`src/rtl/counter_mod_gl_if.sv`:
```
// Control/status bundle for counter_mod_gl: the master drives the controls and the slave returns count and tc.
interface counter_mod_gl_if;
    logic       en;
    logic       up;
    logic       load;
    logic [3:0] load_val;
    logic [3:0] count;
    logic       tc;

    modport master (output en, up, load, load_val, input count, tc);
    modport slave  (input en, up, load, load_val, output count, tc);
endinterface

```
`src/rtl/counter_mod_gl.sv`:
```
// 4-bit modulo up/down counter built from gate primitives around resettable D flip-flops.
// Build with COUNTER_MOD_SAT_EN defined to saturate at p_max/0 instead of wrapping.

module dff_r (
    input  logic clk,
    input  logic rst,
    input  logic d_i,
    output logic q_o
);
    always_ff @(posedge clk) begin
        if (rst) q_o <= 1'b0;
        else     q_o <= d_i;
    end
endmodule

module mux2_gl (
    input  logic a_i,
    input  logic b_i,
    input  logic s_i,
    output logic y_o
);
    logic s_n, a_sel, b_sel;

    not g_sn (s_n, s_i);
    and g_a  (a_sel, a_i, s_n);
    and g_b  (b_sel, b_i, s_i);
    or  g_y  (y_o, a_sel, b_sel);
endmodule

module counter_mod_gl #(
    parameter logic [3:0] p_max = 4'd15
) (
    input logic             clk,
    input logic             rst,
    counter_mod_gl_if.slave bus
);
    localparam logic [3:0] ONE = 4'd1;

    logic       en_i, up_i, load_i, up_n;
    logic [3:0] load_val_i;
    logic [3:0] count_q, count_d;
    logic [3:0] addend, sum, carry, max_bit;
    logic [3:0] wrap_val, step, en_val;
    logic       eq_max, eq_zero, wrap;

    assign en_i       = bus.en;
    assign up_i       = bus.up;
    assign load_i     = bus.load;
    assign load_val_i = bus.load_val;

    // One ripple chain for both directions: down uses 0001^1111 = 1110 plus carry-in 1, i.e. -1.
    not g_upn (up_n, up_i);
    buf g_cin (carry[0], up_n);

    for (genvar i = 0; i < 4; i++) begin : g_bit
        logic prop;

        xor  g_addend (addend[i], ONE[i], up_n);
        xor  g_prop   (prop, count_q[i], addend[i]);
        xor  g_sum    (sum[i], prop, carry[i]);
        xnor g_cmp    (max_bit[i], count_q[i], p_max[i]);

        if (i < 3) begin : g_carry
            logic gen_ab, prop_c;
            and g_gen  (gen_ab, count_q[i], addend[i]);
            and g_pc   (prop_c, prop, carry[i]);
            or  g_cout (carry[i+1], gen_ab, prop_c);
        end

`ifdef COUNTER_MOD_SAT_EN
        buf g_wrapv (wrap_val[i], count_q[i]);
`else
        and g_wrapv (wrap_val[i], up_n, p_max[i]);
`endif

        mux2_gl u_wrap (.a_i(sum[i]),    .b_i(wrap_val[i]),   .s_i(wrap),   .y_o(step[i]));
        mux2_gl u_en   (.a_i(count_q[i]), .b_i(step[i]),      .s_i(en_i),   .y_o(en_val[i]));
        mux2_gl u_load (.a_i(en_val[i]), .b_i(load_val_i[i]), .s_i(load_i), .y_o(count_d[i]));

        dff_r u_ff (.clk(clk), .rst(rst), .d_i(count_d[i]), .q_o(count_q[i]));
    end

    and g_eqmax  (eq_max, max_bit[0], max_bit[1], max_bit[2], max_bit[3]);
    nor g_eqzero (eq_zero, count_q[0], count_q[1], count_q[2], count_q[3]);

    // The terminal-count condition doubles as the wrap select.
    mux2_gl u_tc (.a_i(eq_zero), .b_i(eq_max), .s_i(up_i), .y_o(wrap));

    assign bus.count = count_q;
    assign bus.tc    = wrap;
endmodule

```
`src/flat_wrapper.sv`:
```
// flat-port wrapper written by rule: the top's interface ports become plain ports
module counter_mod_gl_flat 
#(
    parameter logic [3:0] p_max = 4'd15
)
  (clk, rst, bus_en, bus_up, bus_load, bus_load_val, bus_count, bus_tc);
  counter_mod_gl_if bus_i ();
  input logic clk;
  input logic rst;
  input wire logic [$bits(bus_i.en)-1:0] bus_en;
  input wire logic [$bits(bus_i.up)-1:0] bus_up;
  input wire logic [$bits(bus_i.load)-1:0] bus_load;
  input wire logic [$bits(bus_i.load_val)-1:0] bus_load_val;
  output wire logic [$bits(bus_i.count)-1:0] bus_count;
  output wire logic [$bits(bus_i.tc)-1:0] bus_tc;
  assign bus_i.en = bus_en;
  assign bus_i.up = bus_up;
  assign bus_i.load = bus_load;
  assign bus_i.load_val = bus_load_val;
  assign bus_count = bus_i.count;
  assign bus_tc = bus_i.tc;
  counter_mod_gl #(.p_max(p_max)) u_core (.clk(clk), .rst(rst), .bus(bus_i));
endmodule
```
`config.mk`:
```
export PLATFORM = sky130hd
export DESIGN_NAME = counter_mod_gl_flat
export DESIGN_NICKNAME = d
export VERILOG_FILES = /design/src/rtl/counter_mod_gl_if.sv /design/src/rtl/counter_mod_gl.sv /design/src/flat_wrapper.sv
export SDC_FILE = /design/constraint.sdc
export NUM_CORES = 1
export LEC_CHECK = 0
export BUFFER_PORTS_ARGS = -buffer_cell sky130_fd_sc_hd__buf_2
export CORE_AREA = 2 2 39 41
export DETAILED_ROUTE_END_ITERATION = 10
export DIE_AREA = 0 0 41 43
export SYNTH_ARGS = -nofsm -noshare
export SYNTH_HDL_FRONTEND = slang
export SYNTH_HIERARCHICAL = 1
export SYNTH_SLANG_ARGS = --single-unit
export TNS_END_PERCENT = 50
```
`constraint.sdc`:
```
create_clock -name clk -period 2.4 [get_ports clk]
set_clock_uncertainty 0.05 [all_clocks]
set_input_delay 0.12 -clock clk [delete_from_list [all_inputs] [get_ports clk]]
set_output_delay 0.12 -clock clk [all_outputs]
set_load 0.05 [all_outputs]
```
Yosys cells after proc, flatten, opt, wreduce, memory -nomap -nowiden
Index checks and enable logic that the tools add are counted.
{"block": "op_classes", "bitwise_logic": 58, "n_reduce_logical": 2}
{"cell": "$and A1 B1 Y1", "count": 29}
{"cell": "$or A1 B1 Y1", "count": 16}
{"cell": "$xor A1 B1 Y1", "count": 8}
{"cell": "$not A1 Y1", "count": 5}
{"cell": "$reduce_and A4 Y1", "count": 1}
{"cell": "$reduce_or A4 Y1", "count": 1}
{"block": "word_totals", "register_bits": 4, "input_bits": 9, "out_inout_bits": 5, "wordCells": 64}

Logic depth before layout (Yosys ltp)
Gate-level depths: netlist of run 1.
{"block": "logic_depth", "depth_word": 14, "ltp_mapped": 9, "depth_no_buf": 9}

Modules after synthesis
The synthesis of run 1 kept the hierarchy.
{"mod": "mux2_gl", "cells_each": 1, "seq_area_each_um2": 0.0, "area_per_inst_um2": 15.0, "instances": 13}
{"mod": "dff_r", "cells_each": 2, "seq_area_each_um2": 20.0, "area_per_inst_um2": 33.8, "instances": 4}
{"mod": "counter_mod_gl", "cells_each": 11, "seq_area_each_um2": 0.0, "area_per_inst_um2": 115.1, "instances": 1}

Least setup slack after synthesis of run 1
No wires, ideal clock.
{"block": "synth_timing", "path_kind": "flip-flop to flip-flop", "startpoint": "register u_core.g_bit[0].u_ff.q_o", "endpoint": "register u_core.g_bit[3].u_ff.q_o", "t_required_ps": 2238, "setup_slack_ps": -188, "stages_incl_launch_ff": 9, "arrival_time_ps": 2427, "cell_sequence": "dfxtp_1 fa_1 inv_1 fa_1 xor3_1 mux2_4 mux2_4 mux2_4 nor2b_4"}
{"block": "synth_via", "elab_chain_cells": 14, "word_cells_on_any_way": 23, "classes_between": "bitwise (21); reduce/logical (2)"}
{"item": "start: declaration", "line_no": "counter_mod_gl.sv:8", "rtl": "output logic q_o"}
{"item": "start signal: assignment", "line_no": "counter_mod_gl.sv:12", "rtl": "else q_o <= d_i;"}
{"item": "$xor A1 B1 Y1", "line_no": "counter_mod_gl.sv:59", "rtl": "xor g_prop (prop, count_q[i], addend[i]);"}
{"item": "$and A1 B1 Y1", "line_no": "counter_mod_gl.sv:66", "rtl": "and g_pc (prop_c, prop, carry[i]);"}
{"item": "$or A1 B1 Y1 *", "line_no": "counter_mod_gl.sv:67", "rtl": "or g_cout (carry[i+1], gen_ab, prop_c);"}
{"item": "$and A1 B1 Y1 *", "line_no": "counter_mod_gl.sv:66"}
{"item": "$or A1 B1 Y1 *", "line_no": "counter_mod_gl.sv:67"}
{"item": "$and A1 B1 Y1 *", "line_no": "counter_mod_gl.sv:66"}
{"item": "$or A1 B1 Y1 *", "line_no": "counter_mod_gl.sv:67"}
{"item": "$xor A1 B1 Y1 *", "line_no": "counter_mod_gl.sv:60", "rtl": "xor g_sum (sum[i], prop, carry[i]);"}
{"item": "via u_core.sum[3]", "line_no": "counter_mod_gl.sv:42", "rtl": "logic [3:0] addend, sum, carry, max_bit;"}
{"item": "[1 not listed]"}
{"item": "$or A1 B1 Y1 *", "line_no": "counter_mod_gl.sv:27", "rtl": "or g_y (y_o, a_sel, b_sel);"}
{"item": "via u_core.step[3]", "line_no": "counter_mod_gl.sv:43", "rtl": "logic [3:0] wrap_val, step, en_val;"}
{"item": "$and A1 B1 Y1 *", "line_no": "counter_mod_gl.sv:26", "rtl": "and g_b (b_sel, b_i, s_i);"}
{"item": "$or A1 B1 Y1 *", "line_no": "counter_mod_gl.sv:27"}
{"item": "via u_core.en_val[3]", "line_no": "counter_mod_gl.sv:43"}
{"item": "$and A1 B1 Y1 *", "line_no": "counter_mod_gl.sv:25", "rtl": "and g_a (a_sel, a_i, s_n);"}
{"item": "$or A1 B1 Y1 *", "line_no": "counter_mod_gl.sv:27"}
{"item": "via u_core.count_d[3]", "line_no": "counter_mod_gl.sv:41", "rtl": "logic [3:0] count_q, count_d;"}
{"item": "end signal: assignment", "line_no": "counter_mod_gl.sv:12"}
{"item": "end: declaration", "line_no": "counter_mod_gl.sv:8"}
Mark *: on every way through the listed nets, which the timed path passes. The rest lies on a longest branch.
A chain may end at the register's enable or synchronous reset.

Final worst setup path of run 1
Same ends and word-level chain as after synthesis.

==> metrics.cfg, run 1 <==
[run_status]
status = finished clean

[synth]
netlist_area_um2 = 445
avgSynthCellArea_um2 = 13.9
ys_seq_elements = 4
synth.mux.area_fraction_pct = 43.8
synth_compound_area_share_pct = 0
synth_cell_types = 10
synth_fa_ha_area_share_pct = 11.8
yosys_warnings = 6
synth_top_family_by_area = multiplexers
synth-xor-area-share_pct = 7.30
yosys.area_share.simple_pct = 15.7
syn_inst = 32
ys_seq_area_share_pct = 18.0
syn-num-nets = 44

[power_and_ir_drop]
p_int_mw = 0.232
leakagePower_nw = 0.303
p_switching_mw = 0.109
pwr_density_cell_mw_per_mm2 = 596
combPwrFrac_pct = 50.9
power.share.clock_pct = 23.9
swShare_pct = 31.9
p_seq_share_pct = 25.2
p_total_mw = 0.341
vdd_drop_max_uv = 242

[placement]
portBuffers = 13
dp_cells = 63
dp.final_hpwl_um = 592
gp_congestion = 0.610

[worst_setup_path]
crit_type = reg2reg
r2r_start = u_core/g_bit[0].u_ff/q_o$_SDFF_PP0_
reg2reg_slack_ns = 0.14
reg2reg_depth = 8
critPathArrivalTime_ns = 2.33
r2r_end = u_core/g_bit[3].u_ff/q_o$_SDFF_PP0_
cp_max_fo = 6
startpoint_type = flop
cp.required_ns = 2.47
worstSetupEndpointType = flop

[detailed_routing]
first_pass_iters = 2
drt_iter0_drc = 1
wl_per_cell_um = 10.8
drt_wl_total_um = 711
vias = 284
ant_nets = 0
route.detailed.drc = 0
vias_per_cell = 4.30

[global_route]
grt_max_degree = 7
overflow = 0
grt_pass1_wl_mm = 1.08
grt_pass1_vias = 287
antenna_found_initial = 0
grt_use_total_pct = 9.90

[cells_and_area]
largest_register = u_core/g_bit.u_ff/q_o
largest_reg_flops = 4
antenna_cells = 0
area_growth_pct = 28.4
drive_gt1_share_pct = 76.0
final_nets = 64
final_cells = 66
nFillCells = 145
reg.largest.list = u_core/g_bit.u_ff/q_o: 4 flops

[die]
start_util_pct = 32.2
die_w_um = 41
die_area_mm2 = 0.00176
num_rows = 14
die_h_um = 43
coreArea_mm2 = 0.00138
num_io_pins = 14

[timing]
worst_pin_slew_ns = 0.248
finalHoldViolCount = 0
setup_viol = 0
setup_tns_ns = 0
fin_crit_sh_pct = 94.1
rsz0062_at_grt = false
slew_headroom_pct = 83.6
drv_slew = 0
fmax_mhz = 443
min_period_ns = 2.26

[clock_tree]
cts_setup_buffers = 0
cts_max_path_buffers = 2
post_cts_resize_count = 0
cts.sinks = 4
clk_pin_slew_ns = 0.04
ctsHoldBuffers = 0
clk_latency_ns = 0.23
cts-root-buf = clkbuf_4
cts_tree = yes
cts_buffers = 3
htreeDepth = 1

[min_path]
worstHoldPathType = in2reg
whs_path_depth = 2
min_from = rst
hold-path-endpoint = u_core/g_bit[2].u_ff/q_o$_SDFF_PP0_

[flow_run]
maxCapViolCount = 0

power by group through the flow:
stage	sequential, mW	combinational [mW]	clock [mW]
after detailed placement	0.0872	0.177	0
after global placement	0.0872	0.175	0
after global routing	0.0876	0.186	0.0859
after floorplan	0.109	0.118	0
after CTS	0.0863	0.177	0.0828
final	0.0857	0.174	0.0815
per-stage QoR:
stage	hold slack (ns)	setup slack, ns	cell area [um2]	util (%)
5_1_grt	0.137	0.0643	572	41.3
3_3_place_gp	0.365	0.135	549	39.7
6_report	0.125	0.143	572	41.3
2_1_floorplan	0.127	0.0400	449	-
4_1_cts	0.127	0.127	572	41.3
3_5_place_dp	0.367	0.134	549	39.7
metal layers:
layer	global-route usage (%)	wire, um	vias to the layer above
met5	0	0	-
met4	8.00	0	0
met3	3.14	52	0
met2	16.9	371	10
met1	8.52	287	126
li1	-	-	148
worst max-delay path by stage:
stage	start	endpoint	slack [ns]	cells past startpoint
floorplan	u_core/g_bit[0].u_ff/q_o$_SDFF_PP0_	u_core/g_bit[3].u_ff/q_o$_SDFF_PP0_	0.04	8
global placement	u_core/g_bit[0].u_ff/q_o$_SDFF_PP0_	u_core/g_bit[3].u_ff/q_o$_SDFF_PP0_	0.13	8
detailed placement	u_core/g_bit[0].u_ff/q_o$_SDFF_PP0_	u_core/g_bit[3].u_ff/q_o$_SDFF_PP0_	0.13	8
global route	u_core/g_bit[0].u_ff/q_o$_SDFF_PP0_	u_core/g_bit[3].u_ff/q_o$_SDFF_PP0_	0.06	8
finish	u_core/g_bit[0].u_ff/q_o$_SDFF_PP0_	u_core/g_bit[3].u_ff/q_o$_SDFF_PP0_	0.14	8
CTS	u_core/g_bit[0].u_ff/q_o$_SDFF_PP0_	u_core/g_bit[3].u_ff/q_o$_SDFF_PP0_	0.13	8
synth_stat cells:
library cell	n	area share (%)
xor3_1	1	5.3
and4_1	1	2.0
xor2_1	1	2.0
dfxtp_1	4	18
fa_1	2	9.0
inv_1	4	3.4
nor4_1	1	1.4
mux2_4	13	44
nor2b_4	4	12
ha_1	1	2.8
cells by family after synthesis:
group | Yosys count
multiplexers | 13
AND/OR/NAND/NOR | 6
flip-flops | 4
buffers and inverters | 4
XOR/XNOR | 2
adder cells (fa/ha/maj) | 3
area by class of cell:
cell class	count	area, um2	area share [%]
clock buffer	3	22.5	3.94
inverter	4	15.0	2.63
multi-input combinational	24	350	61.3
sequential	4	83.8	14.7
tap	16	20.0	3.50
timing repair buffer	15	80.1	14.0
critical path: stages, from the launching register on:
cell and delay, ns:
dfxtp_2 0.35, fa_1 0.38, inv_1 0.07, fa_1 0.16, xor3_1 0.23, mux2_4 0.27
mux2_4 0.25, mux2_4 0.26, nor2b_4 0.12
placed cells by master, fill, tap and decap left out:
cell type and instances:
buf_2 13, mux2_4 13, inv_1 4, nor2b_4 4, clkbuf_4 3, dfxtp_2 3, fa_1 2, buf_4 2
xor2_1 1, xor3_1 1, and4_1 1, nor4_1 1, ha_1 1, dfxtp_1 1
(Power assumes the default switching activity.)
==> run 2: changes to the inputs <==
- SETUP_SLACK_MARGIN: not set -> 0.15
==> run 2 against run 1 <==
Effect of this change: die area is the same; sequential power shrank 2.7%; wire length grew 23%; via count grew 9.2%; clock power grew 4.4%; hold slack lost 0.0042 ns; non-clock buffer count grew 2; global-route usage grew 1.8 points; count of clock-buffer cells in the layout is the same; total power grew 4.4%; critical path type unchanged; critical endpoint unchanged.
==> metrics.cfg, run 2 (synthesis results as in run 1) <==
[clock_tree]
cts_buffers = 3  ; unchanged
clk_pin_slew_ns = 0.04  ; about the same
cts-root-buf = clkbuf_4  ; unchanged
ctsHoldBuffers = 0  ; unchanged
cts.sinks = 4  ; unchanged
clk_latency_ns = 0.23  ; about the same
cts_tree = yes  ; unchanged
cts_max_path_buffers = 2  ; unchanged
htreeDepth = 1  ; unchanged

[flow_run]
maxCapViolCount = 0  ; unchanged

[min_path]
min_from = rst  ; unchanged
worstHoldPathType = in2reg  ; unchanged
whs_path_depth = 2  ; unchanged

[die]
start_util_pct = 32.2  ; unchanged
die_h_um = 43  ; unchanged
die_area_mm2 = 0.00176  ; unchanged
coreArea_mm2 = 0.00138  ; unchanged
num_rows = 14  ; unchanged
die_w_um = 41  ; unchanged
num_io_pins = 14  ; unchanged

[detailed_routing]
drt_wl_total_um = 878  ; was 711 um
vias = 310  ; was 284
ant_nets = 0  ; unchanged
vias_per_cell = 4.56  ; was 4.30
drt_iter0_drc = 5  ; was 1
route.detailed.drc = 0  ; unchanged
first_pass_iters = 4  ; was 2
wl_per_cell_um = 12.9  ; was 10.8 um

[global_route]
grt_pass1_vias = 333  ; was 287
overflow = 0  ; unchanged
grt_use_total_pct = 11.7  ; was 9.90%
grt_pass1_wl_mm = 1.30  ; was 1.08 mm
antenna_found_initial = 0  ; unchanged
grt_max_degree = 7  ; unchanged

[timing]
fmax_mhz = 448  ; was 443 MHz
fin_crit_sh_pct = 93.1  ; was 94.1%
setup_tns_ns = 0  ; unchanged
rsz0062_at_grt = true  ; was false
finalHoldViolCount = 0  ; unchanged
setup_viol = 0  ; unchanged
slew_headroom_pct = 82.7  ; was 83.6%
drv_slew = 0  ; unchanged
worst_pin_slew_ns = 0.257  ; was 0.248 ns
min_period_ns = 2.23  ; was 2.26 ns

[worst_setup_path]
reg2reg_slack_ns = 0.17  ; was 0.14 ns
cp_max_fo = 3  ; was 6
cpMostUsedCell = mux2_4  ; unchanged
crit_cells = 8  ; unchanged
r2r_start = u_core/g_bit[0].u_ff/q_o$_SDFF_PP0_  ; unchanged
cp_slowest_cell = fa_2  ; was fa_1
cp-startpoint = u_core/g_bit[0].u_ff/q_o$_SDFF_PP0_  ; unchanged
cp.required_ns = 2.47  ; about the same
crit_family = multiplexers  ; unchanged
startpoint_type = flop  ; unchanged
critPathBufInv = 1  ; unchanged
crit_chain = fa_2, inv_2, fa_2, xor3_1, mux2_4, mux2_4, mux2_4, nor2b_4  ; was fa_1, inv_1, fa_1, xor3_1, mux2_4, mux2_4, mux2_4, nor2b_4
crit_type = reg2reg  ; unchanged
critPathMaxStageDelay_ns = 0.35  ; was 0.38 ns
reg2reg_depth = 8  ; unchanged
worstSetupEndpointType = flop  ; unchanged
critPathArrivalTime_ns = 2.30  ; was 2.33 ns

[power_and_ir_drop]
vdd_drop_max_uv = 216  ; was 242 uV
leakagePower_nw = 0.312  ; was 0.303 nW
pwr_density_cell_mw_per_mm2 = 595  ; was 596 mW/mm2

[cells_and_area]
most-common-layout-cells = buf_2 (13), mux2_4 (13), buf_4 (4), nor2b_4 (4)  ; was buf_2 (13), mux2_4 (13), inv_1 (4), nor2b_4 (4)
reg.largest.list = u_core/g_bit.u_ff/q_o: 4 flops  ; unchanged
nFillCells = 129  ; was 145
drive_gt1_share_pct = 84.6  ; was 76.0%
largest_reg_flops = 4  ; unchanged
final_cells = 68  ; was 66
area_growth_pct = 34.3  ; was 28.4%
largest_register = u_core/g_bit.u_ff/q_o  ; unchanged
antenna_cells = 0  ; unchanged
final_nets = 66  ; was 64

[placement]
gp_congestion = 0.694  ; was 0.610
portBuffers = 13  ; unchanged
dp_cells = 63  ; unchanged

[run_status]
status = finished clean  ; unchanged

## run 2: changes by cell type in the layout (fill, tap and decap cells not counted), sizes merged
| cell | previous run | this run |
|---|---|---|
| buf | 15 | 17 |
## run 2: final timing paths
path,endpoint
worst max-delay path,u_core/g_bit[3].u_ff/q_o$_SDFF_PP0_
worst min-delay path,u_core/g_bit[1].u_ff/q_o$_SDFF_PP0_
worst max register to register,u_core/g_bit[3].u_ff/q_o$_SDFF_PP0_
worst min register to register,u_core/g_bit[2].u_ff/q_o$_SDFF_PP0_
## run 2: report_power, final
part,total [mW],internal (mW),leakage [nW],switching (mW)
combinational,0.187,0.107,0.263,0.0802
clock,0.0851,0.0561,0.0138,0.0290
sequential,0.0834,0.0750,0.0350,0.00843
## run 2: worst reg2reg max path, stage by stage (launching register included)
cell and delay (ns):
dfxtp_4 0.34, fa_2 0.35, inv_2 0.06, fa_2 0.18, xor3_1 0.23, mux2_4 0.27, mux2_4 0.26, mux2_4 0.27
nor2b_4 0.12
## run 2: per-layer routing
layer | share of wire [%] | vias up | global-route usage (%)
li1 | - | 152 | -
met1 | 42 | 146 | 11.7
met2 | 53 | 12 | 19.4
met3 | 4.6 | 0 | 4.71
met4 | 0 | 0 | 6.00
met5 | 0 | - | 0
## run 2: area by class of cell
type | instances | area (um2) | area share [%]
sequential | 4 | 90.1 | 15.1
multi-input combinational | 24 | 355 | 59.4
clock buffer | 3 | 22.5 | 3.77
timing repair buffer | 17 | 95.1 | 15.9
inverter | 4 | 15.0 | 2.51
tap | 16 | 20.0 | 3.35
## run 2: timing repair
item                       CTS  global route
gates resized for setup      3             0
setup buffers                1             1
pin swaps                    1             1
setup endpoints to repair    1             2
## run 2: per-stage QoR
stage	total power, mW	worst slack (ns)	hold WS (ns)	util, %	instance area (um2)
3_5_place_dp	0.267	0.103	0.365	40.1	556
2_1_floorplan	0.227	0.140	0.125	-	455
6_report	0.356	0.166	0.121	43.2	598
4_1_cts	0.362	0.147	0.112	42.7	591
5_1_grt	0.376	0.122	0.118	43.2	598
3_3_place_gp	0.265	0.123	0.365	40.1	556
==> run 3: changes to the inputs <==
- clock period: 2.4 -> 2.5 ns (I/O delays scaled with it)
==> run 3 against run 2 <==
Effect of this change: count of clock-buffer cells in the layout rose by 1; cell count did not move; clock power grew 1%; combinational power decreased by 7%; utilization down 0.72 points; non-clock buffer count fell by 1; via count down 3.9%; critical endpoint unchanged; largest cell class unchanged; highest routed layer unchanged.
==> metrics.cfg, run 3 (synthesis results as in run 1) <==
[timing]
fin_ws_ns = 0.214  ; was 0.166 ns
worst_pin_slew_ns = 0.232  ; was 0.257 ns
finalHoldViolCount = 0  ; unchanged
setup_viol = 0  ; unchanged
fmax_mhz = 437  ; was 448 MHz
rsz0062_at_grt = false  ; was true
setup_tns_ns = 0  ; unchanged
slew_headroom_pct = 84.4  ; was 82.7%
hold_slack_ns = 0.133  ; was 0.121 ns
fin_crit_sh_pct = 91.5  ; was 93.1%
drv_slew = 0  ; unchanged
min_period_ns = 2.29  ; was 2.23 ns

[placement]
placed_area_um2 = 544  ; was 556 um2
dp_cells = 62  ; was 63
portBuffers = 13  ; unchanged
gp_congestion = 0.675  ; was 0.694
pre_cts_ws_ns = 0.174  ; was 0.103 ns

[run_status]
status = finished clean  ; unchanged

[detailed_routing]
first_pass_iters = 2  ; was 4
wl_per_cell_um = 11.2  ; was 12.9 um
vias = 298  ; was 310
vias_per_cell = 4.38  ; was 4.56
wl_met1_um = 327  ; was 372 um
drt_iter0_drc = 2  ; was 5
route.detailed.drc = 0  ; unchanged
drt_wl_total_um = 764  ; was 878 um
top_layer_used = met3  ; unchanged
ant_nets = 0  ; unchanged
wl_met3_um = 43  ; was 40 um
met2WireLength_um = 393  ; was 465 um

[die]
num_rows = 14  ; unchanged
die_w_um = 41  ; unchanged
num_io_pins = 14  ; unchanged
start_util_pct = 32.2  ; unchanged
die_h_um = 43  ; unchanged
coreArea_mm2 = 0.00138  ; unchanged
die_area_mm2 = 0.00176  ; unchanged

[cells_and_area]
final_cells = 68  ; unchanged
multiInputGateArea_um2 = 353  ; was 355 um2
final_nets = 65  ; was 66
regArea_um2 = 86.3  ; was 90.1 um2
largest_register = u_core/g_bit.u_ff/q_o  ; unchanged
largest_reg_flops = 4  ; unchanged
final_core_util_pct = 42.5  ; was 43.2%
drive_gt1_share_pct = 76.9  ; was 84.6%
most-common-layout-cells = buf_2 (13), mux2_4 (13), inv_1 (4), nor2b_4 (4)  ; was buf_2 (13), mux2_4 (13), buf_4 (4), nor2b_4 (4)
reg.largest.list = u_core/g_bit.u_ff/q_o: 4 flops  ; unchanged
antenna_cells = 0  ; unchanged
design_area_um2 = 588  ; was 598 um2
area_growth_pct = 32.0  ; was 34.3%
nFillCells = 134  ; was 129

[flow_run]
maxCapViolCount = 0  ; unchanged

[power_and_ir_drop]
p_seq_share_pct = 23.9  ; was 23.4%
swShare_pct = 31.8  ; was 33.1%
power.share.clock_pct = 25.3  ; was 23.9%
pwr_density_cell_mw_per_mm2 = 579  ; was 595 mW/mm2
leakagePower_nw = 0.309  ; was 0.312 nW
combPwrFrac_pct = 50.8  ; was 52.6%
p_switching_mw = 0.108  ; was 0.118 mW
p_int_mw = 0.232  ; was 0.238 mW
p_total_mw = 0.340  ; was 0.356 mW
vdd_drop_max_uv = 209  ; was 216 uV

[worst_setup_path]
cp.required_ns = 2.57  ; was 2.47 ns
cpMostUsedCell = mux2_4  ; unchanged
startpoint_type = flop  ; unchanged
critPathArrivalTime_ns = 2.35  ; was 2.30 ns
crit_chain = fa_1, inv_1, fa_2, xor3_1, mux2_4, mux2_4, mux2_4, nor2b_4  ; was fa_2, inv_2, fa_2, xor3_1, mux2_4, mux2_4, mux2_4, nor2b_4
critPathMaxStageDelay_ns = 0.38  ; was 0.35 ns
crit_type = reg2reg  ; unchanged
worstSetupEndpointType = flop  ; unchanged
cp_max_fo = 4  ; was 3
cp_slowest_cell = fa_1  ; was fa_2

[clock_tree]
htreeDepth = 1  ; unchanged
clk_latency_ns = 0.23  ; about the same
cts_max_path_buffers = 2  ; unchanged
cts-root-buf = clkbuf_4  ; unchanged
cts_tree = yes  ; unchanged
cts.sinks = 4  ; unchanged
clk_pin_slew_ns = 0.04  ; about the same
cts_buffers = 3  ; unchanged

[global_route]
overflow = 0  ; unchanged
grt_use_total_pct = 10.3  ; was 11.7%
grt_max_degree = 7  ; unchanged
grt_pass1_wl_mm = 1.17  ; was 1.30 mm
antenna_found_initial = 0  ; unchanged
grt_pass1_vias = 281  ; was 333

[min_path]
worstHoldPathType = in2reg  ; unchanged

[run 3: power by group through the flow]
stage               clock [mW]  sequential [mW]  combinational, mW
floorplan                    0            0.104              0.113
global placement             0           0.0840              0.167
detailed placement           0           0.0837              0.169
CTS                     0.0877           0.0828              0.169
global route            0.0909           0.0833              0.183
finish                  0.0862           0.0814              0.173
[run 3: what timing repair did]
action | in CTS | in global routing
buffers inserted | 0 | 2
setup endpoints to repair | 0 | 1
hold endpoints to repair | 0 | 0
gates resized for setup | 0 | 1
hold buffers | 0 | 0
[run 3: path summary, 6_finish.rpt]
kind	from	endpoint	slack (ns)	cells after the start
setup / recovery	u_core/g_bit[0].u_ff/q_o$_SDFF_PP0_	u_core/g_bit[3].u_ff/q_o$_SDFF_PP0_	0.21	8
hold / removal	rst	u_core/g_bit[1].u_ff/q_o$_SDFF_PP0_	0.13	2
setup reg to reg	u_core/g_bit[0].u_ff/q_o$_SDFF_PP0_	u_core/g_bit[3].u_ff/q_o$_SDFF_PP0_	0.21	8
hold reg to reg	u_core/g_bit[2].u_ff/q_o$_SDFF_PP0_	u_core/g_bit[2].u_ff/q_o$_SDFF_PP0_	0.74	3
[run 3: critical path: cells and delay by family (launching register included)]
kind / cells / cell delay [ns]
muxes: 3 / 0.78
adders and majority gates: 2 / 0.56
DFF: 1 / 0.35
xor gates and xnor gates: 1 / 0.22
and+or+nand+nor: 1 / 0.12
buffers and inverters: 1 / 0.08
[run 3: final cells by class]
type / instances / area share [%]
clock buffer: 4 / 4.47
sequential: 4 / 14.7
timing repair buffer: 16 / 14.9
inverter: 4 / 2.55
tap: 16 / 3.40
multi-input combinational: 24 / 60.0
[run 3: layer usage]
metal	GRT usage (%)	vias up
li1	-	149
met1	12.1	141
met2	15.6	8
met3	3.14	0
met4	6.00	0
met5	0	-
